File: src/rtl/serial_subtractor_if.sv
// Start/busy/done bus between the float control FSM and the bit-serial subtractor.
// state_dbg mirrors the subtractor FSM state for checkers and debug.
interface serial_subtractor_if #(
    parameter int WIDTH = 8
);
    logic             start;
    logic [WIDTH-1:0] a;
    logic [WIDTH-1:0] b;
    logic             busy;
    logic             done;
    logic [WIDTH-1:0] diff;
    logic             borrow;
    logic             ovf;
    logic             zero;
    logic [1:0]       state_dbg;

    modport master (
        output start, a, b,
        input  busy, done, diff, borrow, ovf, zero, state_dbg
    );

    modport slave (
        input  start, a, b,
        output busy, done, diff, borrow, ovf, zero, state_dbg
    );
endinterface

File: src/rtl/serial_subtractor.sv
// Bit-serial two's-complement subtractor (diff = a - b, LSB first, one full-adder cell).
// Optional ovf/zero flags are built only when SERIAL_SUB_FLAGS_EN is defined.
module serial_subtractor #(
    parameter int WIDTH = 8,
    parameter int CNT_W = 4
) (
    input  logic                clk,
    input  logic                rst,
    serial_subtractor_if.slave  bus
);
    // Handshake: start is sampled only while idle (busy=0); an accepted start
    // raises busy for WIDTH+1 cycles, done pulses for exactly one cycle at the
    // end, and diff/borrow/ovf/zero hold their value until the next accept.
    typedef enum logic [1:0] {
        IDLE = 2'd0,
        RUN  = 2'd1,
        DONE = 2'd2
    } state_t;

    state_t           state;
    state_t           state_nxt;
    logic [WIDTH-1:0] a_sh;
    logic [WIDTH-1:0] b_sh;
    logic [WIDTH-2:0] res_sh;
    logic [WIDTH-1:0] res_full;
    logic [CNT_W-1:0] cnt;
    logic             carry;
    logic             carry_nxt;
    logic             s;
    logic             accept;
    logic             last_step;
    logic [WIDTH-1:0] diff_q;
    logic             borrow_q;

    assign s         = a_sh[0] ^ ~b_sh[0] ^ carry;
    assign carry_nxt = (a_sh[0] & ~b_sh[0]) | (~b_sh[0] & carry) | (a_sh[0] & carry);
    assign accept    = (state == IDLE) && bus.start;
    assign last_step = (state == RUN) && (cnt == CNT_W'(WIDTH - 1));
    // Final bit lands in the MSB; the WIDTH-1 bits already produced sit below it.
    assign res_full  = {s, res_sh};

    always_ff @(posedge clk) begin
        if (rst) state <= IDLE;
        else     state <= state_nxt;
    end

    always_comb begin
        state_nxt = state;
        case (state)
            IDLE:    if (bus.start) state_nxt = RUN;
            RUN:     if (cnt == CNT_W'(WIDTH - 1)) state_nxt = DONE;
            DONE:    state_nxt = IDLE;
            default: state_nxt = IDLE;
        endcase
    end

    always_ff @(posedge clk) begin
        if (rst) begin
            a_sh     <= '0;
            b_sh     <= '0;
            res_sh   <= '0;
            carry    <= 1'b1;
            cnt      <= '0;
            diff_q   <= '0;
            borrow_q <= 1'b0;
        end else if (accept) begin
            a_sh   <= bus.a;
            b_sh   <= bus.b;
            res_sh <= '0;
            carry  <= 1'b1;
            cnt    <= '0;
        end else if (state == RUN) begin
            a_sh   <= a_sh >> 1;
            b_sh   <= b_sh >> 1;
            res_sh <= res_full[WIDTH-1:1];
            carry  <= carry_nxt;
            cnt    <= cnt + CNT_W'(1);
            if (last_step) begin
                diff_q   <= res_full;
                borrow_q <= ~carry_nxt;
            end
        end
    end

`ifdef SERIAL_SUB_FLAGS_EN
    logic ones_seen;
    logic ovf_q;
    logic zero_q;

    // On the last step a_sh[0]/b_sh[0] are the operand sign bits and s is the result sign.
    always_ff @(posedge clk) begin
        if (rst) begin
            ones_seen <= 1'b0;
            ovf_q     <= 1'b0;
            zero_q    <= 1'b0;
        end else if (accept) begin
            ones_seen <= 1'b0;
        end else if (state == RUN) begin
            ones_seen <= ones_seen | s;
            if (last_step) begin
                ovf_q  <= (a_sh[0] ^ b_sh[0]) & (s ^ a_sh[0]);
                zero_q <= ~(ones_seen | s);
            end
        end
    end

    assign bus.ovf  = ovf_q;
    assign bus.zero = zero_q;
`else
    assign bus.ovf  = 1'b0;
    assign bus.zero = 1'b0;
`endif

    assign bus.busy      = (state != IDLE);
    assign bus.done      = (state == DONE);
    assign bus.diff      = diff_q;
    assign bus.borrow    = borrow_q;
    assign bus.state_dbg = state;
endmodule

File: src/flat_wrapper.sv
// flat-port wrapper written by rule: the top's interface ports become plain ports
module serial_subtractor_flat 
#(
    parameter int WIDTH = 8,
    parameter int CNT_W = 4
)
  (clk, rst, bus_start, bus_a, bus_b, bus_busy, bus_done, bus_diff, bus_borrow, bus_ovf, bus_zero, bus_state_dbg);
  serial_subtractor_if #(.WIDTH(WIDTH)) bus_i ();
  input  logic clk;
  input  logic rst;
  input wire logic [$bits(bus_i.start)-1:0] bus_start;
  input wire logic [$bits(bus_i.a)-1:0] bus_a;
  input wire logic [$bits(bus_i.b)-1:0] bus_b;
  output wire logic [$bits(bus_i.busy)-1:0] bus_busy;
  output wire logic [$bits(bus_i.done)-1:0] bus_done;
  output wire logic [$bits(bus_i.diff)-1:0] bus_diff;
  output wire logic [$bits(bus_i.borrow)-1:0] bus_borrow;
  output wire logic [$bits(bus_i.ovf)-1:0] bus_ovf;
  output wire logic [$bits(bus_i.zero)-1:0] bus_zero;
  output wire logic [$bits(bus_i.state_dbg)-1:0] bus_state_dbg;
  assign bus_i.start = bus_start;
  assign bus_i.a = bus_a;
  assign bus_i.b = bus_b;
  assign bus_busy = bus_i.busy;
  assign bus_done = bus_i.done;
  assign bus_diff = bus_i.diff;
  assign bus_borrow = bus_i.borrow;
  assign bus_ovf = bus_i.ovf;
  assign bus_zero = bus_i.zero;
  assign bus_state_dbg = bus_i.state_dbg;
  serial_subtractor #(.WIDTH(WIDTH), .CNT_W(CNT_W)) u_core (.clk(clk), .rst(rst), .bus(bus_i));
endmodule
File: config.mk
export PLATFORM = sky130hd
export DESIGN_NAME = serial_subtractor_flat
export DESIGN_NICKNAME = d
export VERILOG_FILES = /design/src/rtl/serial_subtractor_if.sv /design/src/rtl/serial_subtractor.sv /design/src/flat_wrapper.sv
export SDC_FILE = /design/constraint.sdc
export NUM_CORES = 1
export LEC_CHECK = 0
export CORE_MARGIN = 4
export CORE_UTILIZATION = 42
export DETAILED_ROUTE_END_ITERATION = 8
export HOLD_SLACK_MARGIN = 0.06
export MAX_ROUTING_LAYER = met4
export PLACE_DENSITY = 0.71
export SLEW_MARGIN = 20
export SYNTH_ARGS = -nofsm -noshare
export SYNTH_HDL_FRONTEND = slang
export SYNTH_SLANG_ARGS = --single-unit
File: constraint.sdc
create_clock -name clk -period 1.9 [get_ports clk]
set_input_delay 0.57 -clock clk [delete_from_list [all_inputs] [get_ports clk]]
set_output_delay 0.57 -clock clk [all_outputs]
set_load 0.03 [all_outputs]
# Yosys cells after proc, flatten, opt, wreduce, memory -nomap -nowiden
# Cells that the tools add are included.
# op_classes
n_eq_ne,5
mux,7
bitwise,10
n_addsub,1
n_reduce_logical,8
# op_table
cell,n
two-way mux 8 bit,4
"adder 4 x 1 -> 4 bit, second input constant",1
"equality test 4 x 3 -> 1 bit, second input constant",1
two-way mux 2 bit,2
"!= test 2 bit, second input constant",2
case mux 2 bit (2 select lines),1
nonzero test 2 bit,2
AND 1 bit,3
NOT 1 bit,3
AND reduction 3 bit,1
"equality test 2 x 1 -> 1 bit, second input constant",1
"equality test 2 bit, second input constant",1
logical AND 1 bit,2
zero test 2 bit,1
bitwise OR 1 bit,2
AND reduction 2 bit,1
OR reduction 2 bit,1
bitwise XOR 1 bit,2
# word_totals
reg_bits,39
in_bits,19

# Depth between registers and ports, before layout
# Gate-level depths: netlist (run 1).
# logic_depth
depth_word,5
ltp_mapped,6
ltp_nobuf,4

# Worst setup path before layout (run 1)
# OpenSTA, ideal clock, no wires.
# synth_path
kind,reg2out
start,register u_core.state[1] (netlist: u_core.bus.state_dbg[1])
end,output bus_done
path_buffers,1
t_arrival_ns,0.975
required_time_ns,1.330
path_stages_with_launch,3
slack_ns,0.355
path_cell_list,dfxtp_1 > buf_6 > and2b_1
# synth_via
elab_chain_len,1
# synth_rtl
element,line,rtl
"start, declared",serial_subtractor.sv:20,state_t state;
"start signal, assigned",serial_subtractor.sv:44,else state <= state_nxt;
equality test 2 bit,serial_subtractor.sv:115,assign bus.done = (state == DONE);
"end, declared",flat_wrapper.sv:15,output wire logic [$bits(bus_i.done)-1:0] bus_done;
# No other way between the ends.

# Worst setup path after layout (run 1)
# layout_path
start,register u_core.diff_q[4] (netlist: u_core.bus.diff[4])
end,output bus_diff[4]
# layout_lines
element,line,rtl
"start, declared",serial_subtractor.sv:32,logic [WIDTH-1:0] diff_q;
"start signal, assigned",serial_subtractor.sv:79,diff_q <= res_full;
"end, declared",flat_wrapper.sv:16,output wire logic [$bits(bus_i.diff)-1:0] bus_diff;
# No word-level cell between the ends.

==> impl_metrics.toml, run 1 <==
[grt]
gr-usage-met2 = 0.214
met1_usage = 0.186
antenna_found_initial = 0
grt_use_met3 = 0.0416
grt-busiest-layer = "met2"
grtUsageTotal = 0.146
overflow = 0
grt_max_degree = 34
grt_pass1_wl_mm = 5.85
grt_pass1_vias = 1272

[hold_path]
hold_depth = 2
hold_path.class = "reg2reg"
min-delay-start = "u_core.a_sh[2]"
whs_endpoint = "u_core.a_sh[1]"

[timing]
max_freq_mhz = 538
min_period_ns = 1.86
hold_viol = 0
finalSetupViolations = 0
slew_violations = 0
fin_skew_ns = 0.00564
rsz0062_at_grt = "false"
period_share = 0.978

[routing]
routedWlPerCell_um = 12.1
firstDrtPassIters = 4
drc_errors = 0
vias = 1429
viasPerCell = 5.03
drtAntennaViolNets = 0
dr.first_iter.drc_count = 94
wl_mm = 3.45

[clock_tree]
post_cts_resized = 0
worstSkewPairLatency_ns = 0.29
hold_buffers = 0
clkSinkCount = 39
cts_setup_buffers = 0
cts.htree.levels = 2
clkSlewWorstSetupHoldPaths_ns = 0.08
cts_tree = "built"
cts-root-buf = "clkbuf_8"
clk_path_buf_depth = 2
cts-buffers-inserted = 5

[place]
port_buffers = 31
placedInstanceArea_um2 = 2120
place.gp.congestion = 0.747
post-dp-hpwl_mm = 2.37

[final_layout]
areaGrowthSynthToFinish_pct = 28.3
fin_util = 0.557
fill_cells = 367
final_cell_mix = "dfxtp_1, a21oi_1, nand2_1, clkdlybuf4s50_1"
stdcell_area_um2 = 2230
drive_gt1_frac = 0.201
final_common_cell = "dfxtp_1"
nets = 254
antenna_cells = 0

[floorplan]
dieArea_um2 = 5230
boundaryPins = 34
core_um2 = 4000
die_y_um = 72.3
die_x_um = 72.3
row_count = 23
initial_utilization = 0.434

[logic_synthesis]
synthesis.area_um2 = 1740
ys_seq_area_frac = 0.449
synth.avg_cell_area_um2 = 8.65
synth_area_leaders = "dfxtp_1, a21oi_1, a211oi_2"
synth_cell_type_count = 33
ys_ff_latch = 39
syn_inst = 201
yosysTopAreaCellShare = 0.449
ys_warn_count = 0
yosysTopAreaCell = "dfxtp_1"

[critical_path]
required_ns = 1.33
timing.rr.start = "u_core.bus.state_dbg[1]"
r2r_end = "u_core.bus.diff[3]"
slowest_stage = "clkdlybuf4s50_1"
rrSetupSlack_ns = 0.39
cp_max_fo = 2
crit_chain = "clkdlybuf4s50_1"
worstSetupPathType = "reg2out"
crit_path_start_kind = "register"
crit_arrival_ns = 1.29
critPathTopFamily = "buffers and inverters"
worst_r2r_path_depth = 5
max_stage_delay_ns = 0.67
crit_buf_inv = 1
crit_path_end_kind = "output port"

[power_and_ir_drop]
clkPwrFrac = 0.325
peakVddDrop_mv = 0.508
pwr_density_cell_nw_per_um2 = 764
combPwrFrac = 0.162
p_total_uw = 1700
leakagePower_uw = 0.000914
p_seq_frac = 0.513
power.internal_uw = 1240
sw_frac_of_total = 0.272
p_sw_uw = 463

[status]
status = "completed"

[flow_run]
drv_cap = 0
## cells by family after synthesis
kind of cell | share of synthesized area
buffers and inverters | 0.0727
flip-flops | 0.449
adder cells (fa/ha/maj) | 0.0187
AO/OA/AOI/OAI | 0.233
AND/OR/NAND/NOR | 0.214
other | 0.00216
XOR/XNOR | 0.0101
## sequential cells by signal, indices dropped and copies added, names as in the netlist
name	cells
u_core.carry	1
u_core.bus.state_dbg	2
u_core.a_sh	8
u_core.bus.diff	8
u_core.b_sh	8
u_core.bus.borrow	1
u_core.cnt	4
u_core.res_sh	7
## metrics by stage
stage	setup WS, ns	TNS, ns	std cells	hold WS [ns]
2_1_floorplan	0.355	0	202	0.434
3_3_place_gp	-0.0614	-1.04	276	0.448
3_5_place_dp	-0.0518	-0.737	276	0.453
4_1_cts	0.00273	0	284	0.461
5_1_grt	0.0000646	0	284	0.474
6_report	0.0415	0	284	0.459
## layout make-up
type | count | area (um2) | area share
multi-input combinational | 142 | 837 | 0.375
sequential | 39 | 781 | 0.350
timing repair buffer | 43 | 453 | 0.203
clock buffer | 5 | 68.8 | 0.0309
tap | 50 | 62.6 | 0.0281
clock inverter | 3 | 20.0 | 0.00898
inverter | 2 | 7.51 | 0.00337
## synthesized netlist by cell type (all sizes together)
cell type	n
ha	1
or2	1
a21oi	37
or3	1
nand2	32
xor2	1
conb	1
nand3b	3
nor3	1
nand3	11
or3b	1
and3b	1
o221a	2
xnor2	1
a211oi	12
fa	1
and2b	1
buf	16
nor3b	1
clkbuf	3
nand2b	2
o21ai	9
inv	2
a311oi	1
nor2	19
dfxtp	39
nor2b	1
## how the worst max path moves through the flow
stage | endpoint | slack [ns] | cells after the start | start
6_report | bus_diff[4] | 0.04 | 1 | u_core.bus.diff[4]
5_1_grt | bus_diff[4] | 0.00006 | 1 | u_core.bus.diff[4]
4_1_cts | bus_diff[3] | 0.003 | 1 | u_core.bus.diff[3]
3_5_place_dp | u_core.cnt[0] | -0.05 | 4 | bus_start
3_3_place_gp | u_core.a_sh[4] | -0.06 | 5 | bus_start
2_1_floorplan | bus_done | 0.36 | 2 | u_core.bus.state_dbg[1]
## power groups by stage
| stage | Sequential [uW] | Clock [uW] | Combinational (uW) |
|---|---|---|---|
| finish | 873 | 554 | 276 |
| global route | 878 | 606 | 304 |
| CTS | 873 | 575 | 279 |
| detailed placement | 893 | 0 | 278 |
| global placement | 891 | 0 | 277 |
| floorplan | 894 | 0 | 176 |
## metal layers
layer | routed length, um | share of wire
met5 | 0 | 0
met3 | 172 | 0.050
met4 | 51 | 0.015
met2 | 1570 | 0.46
met1 | 1650 | 0.48
Power figures use the tool's default switching activity.
==> inputs of run 2 (changes only) <==
==> constraint.sdc (replaced) <==
create_clock -name clk -period 1.8 [get_ports clk]
set_input_delay 0.54 -clock clk [delete_from_list [all_inputs] [get_ports clk]]
set_output_delay 0.54 -clock clk [all_outputs]
set_load 0.03 [all_outputs]
==> impl_metrics.toml, run 2 (synthesized netlist as in run 1, its figures left out) <==
[status]
status = "completed"

[routing]
routedWlPerCell_um = 12.4
dr.first_iter.drc_count = 90
vias = 1431
drc_errors = 0
drtAntennaViolNets = 0
wl_mm = 3.49
viasPerCell = 5.09
firstDrtPassIters = 4

[grt]
grt_max_degree = 37
grtUsageTotal = 0.146
grt_pass1_vias = 1305
overflow = 0
grt_pass1_wl_mm = 5.87
antenna_found_initial = 0

[critical_path]
required_ns = 1.26
crit_path_start = "u_core.bus.state_dbg[1]"
cp_max_fo = 9
timing.rr.start = "u_core.cnt[0]"
crit_arrival_ns = 1.17
crit_path_end_kind = "output port"
crit_path_start_kind = "register"
worstSetupPathType = "reg2out"

[final_layout]
antenna_cells = 0
seqCellArea_um2 = 782
fill_cells = 382
instances_no_fill = 281
multi_input_area_um2 = 837
final_cell_mix = "dfxtp_1, a21oi_1, nand2_1, clkdlybuf4s50_1"
stdcell_area_um2 = 2180
final_common_cell = "dfxtp_1"
drive_gt1_frac = 0.199
areaGrowthSynthToFinish_pct = 25.5
nets = 251

[clock_tree]
clkSlewWorstSetupHoldPaths_ns = 0.07
cts-root-buf = "clkbuf_8"
cts_tree = "built"
clkSinkCount = 39
cts_setup_buffers = 0
worstSkewPairLatency_ns = 0.29
clk_path_buf_depth = 2
cts.htree.levels = 2
cts-buffers-inserted = 5

[timing]
min_period_ns = 1.71
rsz0062_at_grt = "false"
finalSetupViolations = 0
max_freq_mhz = 586
hold_viol = 0
slew_violations = 0
tns_ns = 0
fin_skew_ns = 0.00619
worst_slack_ns = 0.0936
period_share = 0.948

[floorplan]
die_x_um = 72.3
initial_utilization = 0.434
dieArea_um2 = 5230
boundaryPins = 34
core_um2 = 4000
row_count = 23
die_y_um = 72.3

[power_and_ir_drop]
pwr_density_cell_nw_per_um2 = 818
leakagePower_uw = 0.000809
p_total_uw = 1780
peakVddDrop_mv = 0.420

[hold_path]
min-delay-start = "u_core.a_sh[2]"
hold_path.class = "reg2reg"

[place]
post-dp-hpwl_mm = 2.30
placedInstanceArea_um2 = 2110
place.gp.congestion = 0.754
placed_cells = 273
place_worst_setup_slack_ns = -0.154
port_buffers = 31

[flow_run]
drv_cap = 0
## run 2: cell count changes in the layout (fill, tap and decap cells not counted), sizes merged
cell           previous run  this run
buf                      14        13
clkbuf                    5         6
clkdlybuf4s50            21        18
clkinvlp                  2         1
dlygate4sd2               0         9
dlymetal6s2s              8         0
## run 2: routing by layer
layer	global-route usage	vias up	share of wire
li1	-	738	-
met1	0.176	654	0.48
met2	0.234	33	0.46
met3	0.0416	6	0.051
met4	0.0501	0	0.013
met5	-	-	0
## run 2: per-stage QoR
stage / hold WS, ns / utilization
floorplan: 0.434 / -
global placement: 0.445 / 0.526
detailed placement: 0.459 / 0.526
CTS: 0.467 / 0.545
global route: 0.477 / 0.545
finish: 0.466 / 0.545
## run 2: final cells by class
class                      count  share of cell area
timing repair buffer          40               0.186
multi-input combinational    142               0.384
inverter                       2             0.00344
tap                           50              0.0287
clock buffer                   6              0.0333
clock inverter                 2             0.00574
sequential                    39               0.359
## run 2: path summary, 6_finish.rpt
kind / depth (start not counted) / endpoint / slack (ns)
min: 2 / u_core.a_sh[1] / 0.47
min reg2reg: 2 / u_core.a_sh[1] / 0.47
max: 2 / bus_busy / 0.09
max reg2reg: 4 / u_core.bus.borrow / 0.37
## run 2: repair_timing
action / CTS / global route
gates resized for setup: 9 / 1
endpoints found under the setup margin: 9 / 2
endpoints found under the hold margin: 0 / 0
hold buffers: 0 / 0
## run 2: power breakdown
group,internal (uW),switching [uW]
clock network,271,302
logic,137,147
registers,901,25.6
total,1310,475
## run 2: worst max-delay path, cell delays in order, from the launching register on
cell and delay, ns:
dfxtp_1 0.41, or2_2 0.31, buf_4 0.17
==> inputs of run 3 (changes only) <==
--- a/config.mk
+++ b/config.mk
@@ -8,6 +8,7 @@
 export CORE_MARGIN = 4
 export CORE_UTILIZATION = 42
 export DETAILED_ROUTE_END_ITERATION = 8
+export GPL_ROUTABILITY_DRIVEN = 0
 export HOLD_SLACK_MARGIN = 0.06
 export MAX_ROUTING_LAYER = met4
 export PLACE_DENSITY = 0.71
@@ -15,3 +16,4 @@
 export SYNTH_ARGS = -nofsm -noshare
 export SYNTH_HDL_FRONTEND = slang
 export SYNTH_SLANG_ARGS = --single-unit
+export TNS_END_PERCENT = 100
==> results of run 3 <==
Same layout as run 2: the final DEF is identical, and so are final timing and power.
==> variant, RTL diff (config.mk and constraints of run 3) <==
Build with the macro `SERIAL_SUB_FLAGS_EN` defined.
--- a/src/rtl/serial_subtractor.sv
+++ b/src/rtl/serial_subtractor.sv
@@ -2,2 +2,4 @@
 // Optional ovf/zero flags are built only when SERIAL_SUB_FLAGS_EN is defined.
+`define SERIAL_SUB_FLAGS_EN
+
 module serial_subtractor #(
Behaviour: not the same (Yosys sat finds a counterexample within 10 cycles, from zero or initial values and one cycle with rst high).
==> variant against run 3 <==
  * Sequential cell count rose by 3
  * Count of clock-buffer cells in the layout rose by 1
  * Critical path depth rose by 1
  * Core utilization rose by 1.1 points
  * Setup slack got worse by 0.034 ns
  * Register-to-register slack got worse by 0.29 ns
  * Final area rose by 4.2%
  * Power rose by 4.0%
  * Via count rose by 7.6%
  * Wire length rose by 14%
  * Hold slack got worse by 0.0075 ns
  * Synthesized area rose by 3.7%
  * Global-route usage rose by 2.1 points
  * Critical endpoint unchanged
==> variant: results (changes against run 3) <==
Global route
  – Initial antenna violation count: 0 (unchanged)
  – Largest net degree at the start of global routing: 30 (was 37)
  – Wire length of the first global-routing pass: 6760 microns (was 5870 microns)
  – Total track usage: 0.167 (was 0.146)

Timing
  – Max Clock Skew: 0.00325 ns (was 0.00619 ns)
  – Min cycle time layout: 1.74 ns (was 1.71 ns)
  – WHS: 0.458 ns (was 0.466 ns)

Clocking
  – CTS Root Buffer Type: clkbuf_8 (unchanged)

Status
  – Status: complete, no violations (unchanged)

Power and ir drop
  – Leak: 0.878 nW (was 0.809 nW)
  – Max IR drop VDD: 530 uV (was 420 uV)

Route
  – Met1 wire length: 1980 microns (was 1660 microns)
  – Initial DRC Count: 117 (was 90)
  – Met2 WL post-DR: 1730 microns (was 1610 microns)
  – Vias: 1540 (was 1431)
  – Routed wl met3: 179 microns (was 176 microns)
  – Vias per inst: 5.15 (was 5.09)
  – WL/cell: 13.3 microns (was 12.4 microns)

Synthesis
  – Register area share after synthesis: 0.467 (was 0.449)
  – Synth top cells by count: dfxtp_1, a21oi_1, nand2_1, nor2_1, a211oi_1 (was dfxtp_1, a21oi_1, nand2_1, nand3_1, nor2_1)
  – Netlist cell types: 34 (was 33)
  – YS warnings: 0 (unchanged)
  – Area contributors post-synth: dfxtp_1, a21oi_1, nand2_1 (was dfxtp_1, a21oi_1, a211oi_2)
  – Top cell type's share of synthesized area: 0.467 (was 0.449)
  – Syn_area_per_cell: 8.42 sq um (was 8.65 sq um)

Critical path
  – Critical Path Slowest Stage Cell: dfxtp_2 (was dfxtp_1)
  – Crit Path Max Fanout: 10 (was 9)
  – Worst R2R Setup Slack: 0.08 ns (was 0.37 ns)
  – Crit path DAT: 1.20 ns (was 1.17 ns)
  – Max stage delay on crit path: 0.33 ns (was 0.41 ns)

Placed design
  – Placement Cell Area: 2200 sq um (was 2110 sq um)
  – PortBufs: 33 (was 31)
  – Placed insts: 291 (was 273)
  – HPWL Detailed: 2580 microns (was 2300 microns)
  – Dpl ws: -0.200 ns (was -0.154 ns)

Layout
  – Nets@finish: 271 (was 251)
  – Ant diodes: 0 (unchanged)
  – Share of cells above drive strength 1: 0.137 (was 0.199)
  – Fill cells: 388 (was 382)
[variant: repair_timing]
| action | in CTS | in global routing |
|---|---|---|
| gates resized for setup | 13 | 4 |
| setup endpoints to repair | 13 | 2 |
| setup buffers | 0 | 1 |
| pin swaps | 0 | 2 |
| hold buffers | 0 | 0 |
| gates cloned | 0 | 0 |
| hold endpoints to repair | 0 | 0 |
[variant: where the power goes]
part | internal [mW] | switching (mW)
combinational | 0.143 | 0.149
sequential | 0.970 | 0.0287
clock | 0.267 | 0.297
total | 1.38 | 0.474
[variant: path summary, 6_finish.rpt]
check | startpoint | end | cells after the start
worst min register to register | u_core.res_sh[0] | u_core.res_sh[0] | 2
worst max register to register | u_core.a_sh[0] | u_core.bus.zero | 5
worst min-delay path | u_core.res_sh[0] | u_core.res_sh[0] | 2
worst max-delay path | u_core.bus.state_dbg[1] | bus_busy | 3
[variant: kinds of logic (layout without fill, tap and decap cells)]
kind of cell / count (synthesis) / after routing / share of synthesized area
fa+ha+maj: 3 / 3 / 0.0250
xor+xnor: 3 / 3 / 0.0146
simple gates: 79 / 79 / 0.219
buf+inv: 23 / 58 / 0.0715
compound gates: 64 / 64 / 0.203
flops: 42 / 42 / 0.467
[variant: cell type report]
cell class	instances	area (sq um)	area share
Tap cell	50	62.6	0.0275
Timing Repair Buffer	47	442	0.194
Sequential cell	42	845	0.372
Multi-Input combinational cell	149	832	0.366
Clock buffer	7	76.3	0.0336
Inverter	4	15.0	0.00661
[variant: tightest hold or removal path: stages, from the launching register on]
cell     delay [ns]
dfxtp_1        0.31
nand2_1        0.05
a21oi_1        0.05
[variant: routing by layer]
layer,vias to the layer above,track usage
met2,32,0.253
li1,801,-
met1,701,0.212
met4,0,0.0785
met5,-,-
met3,6,0.0328
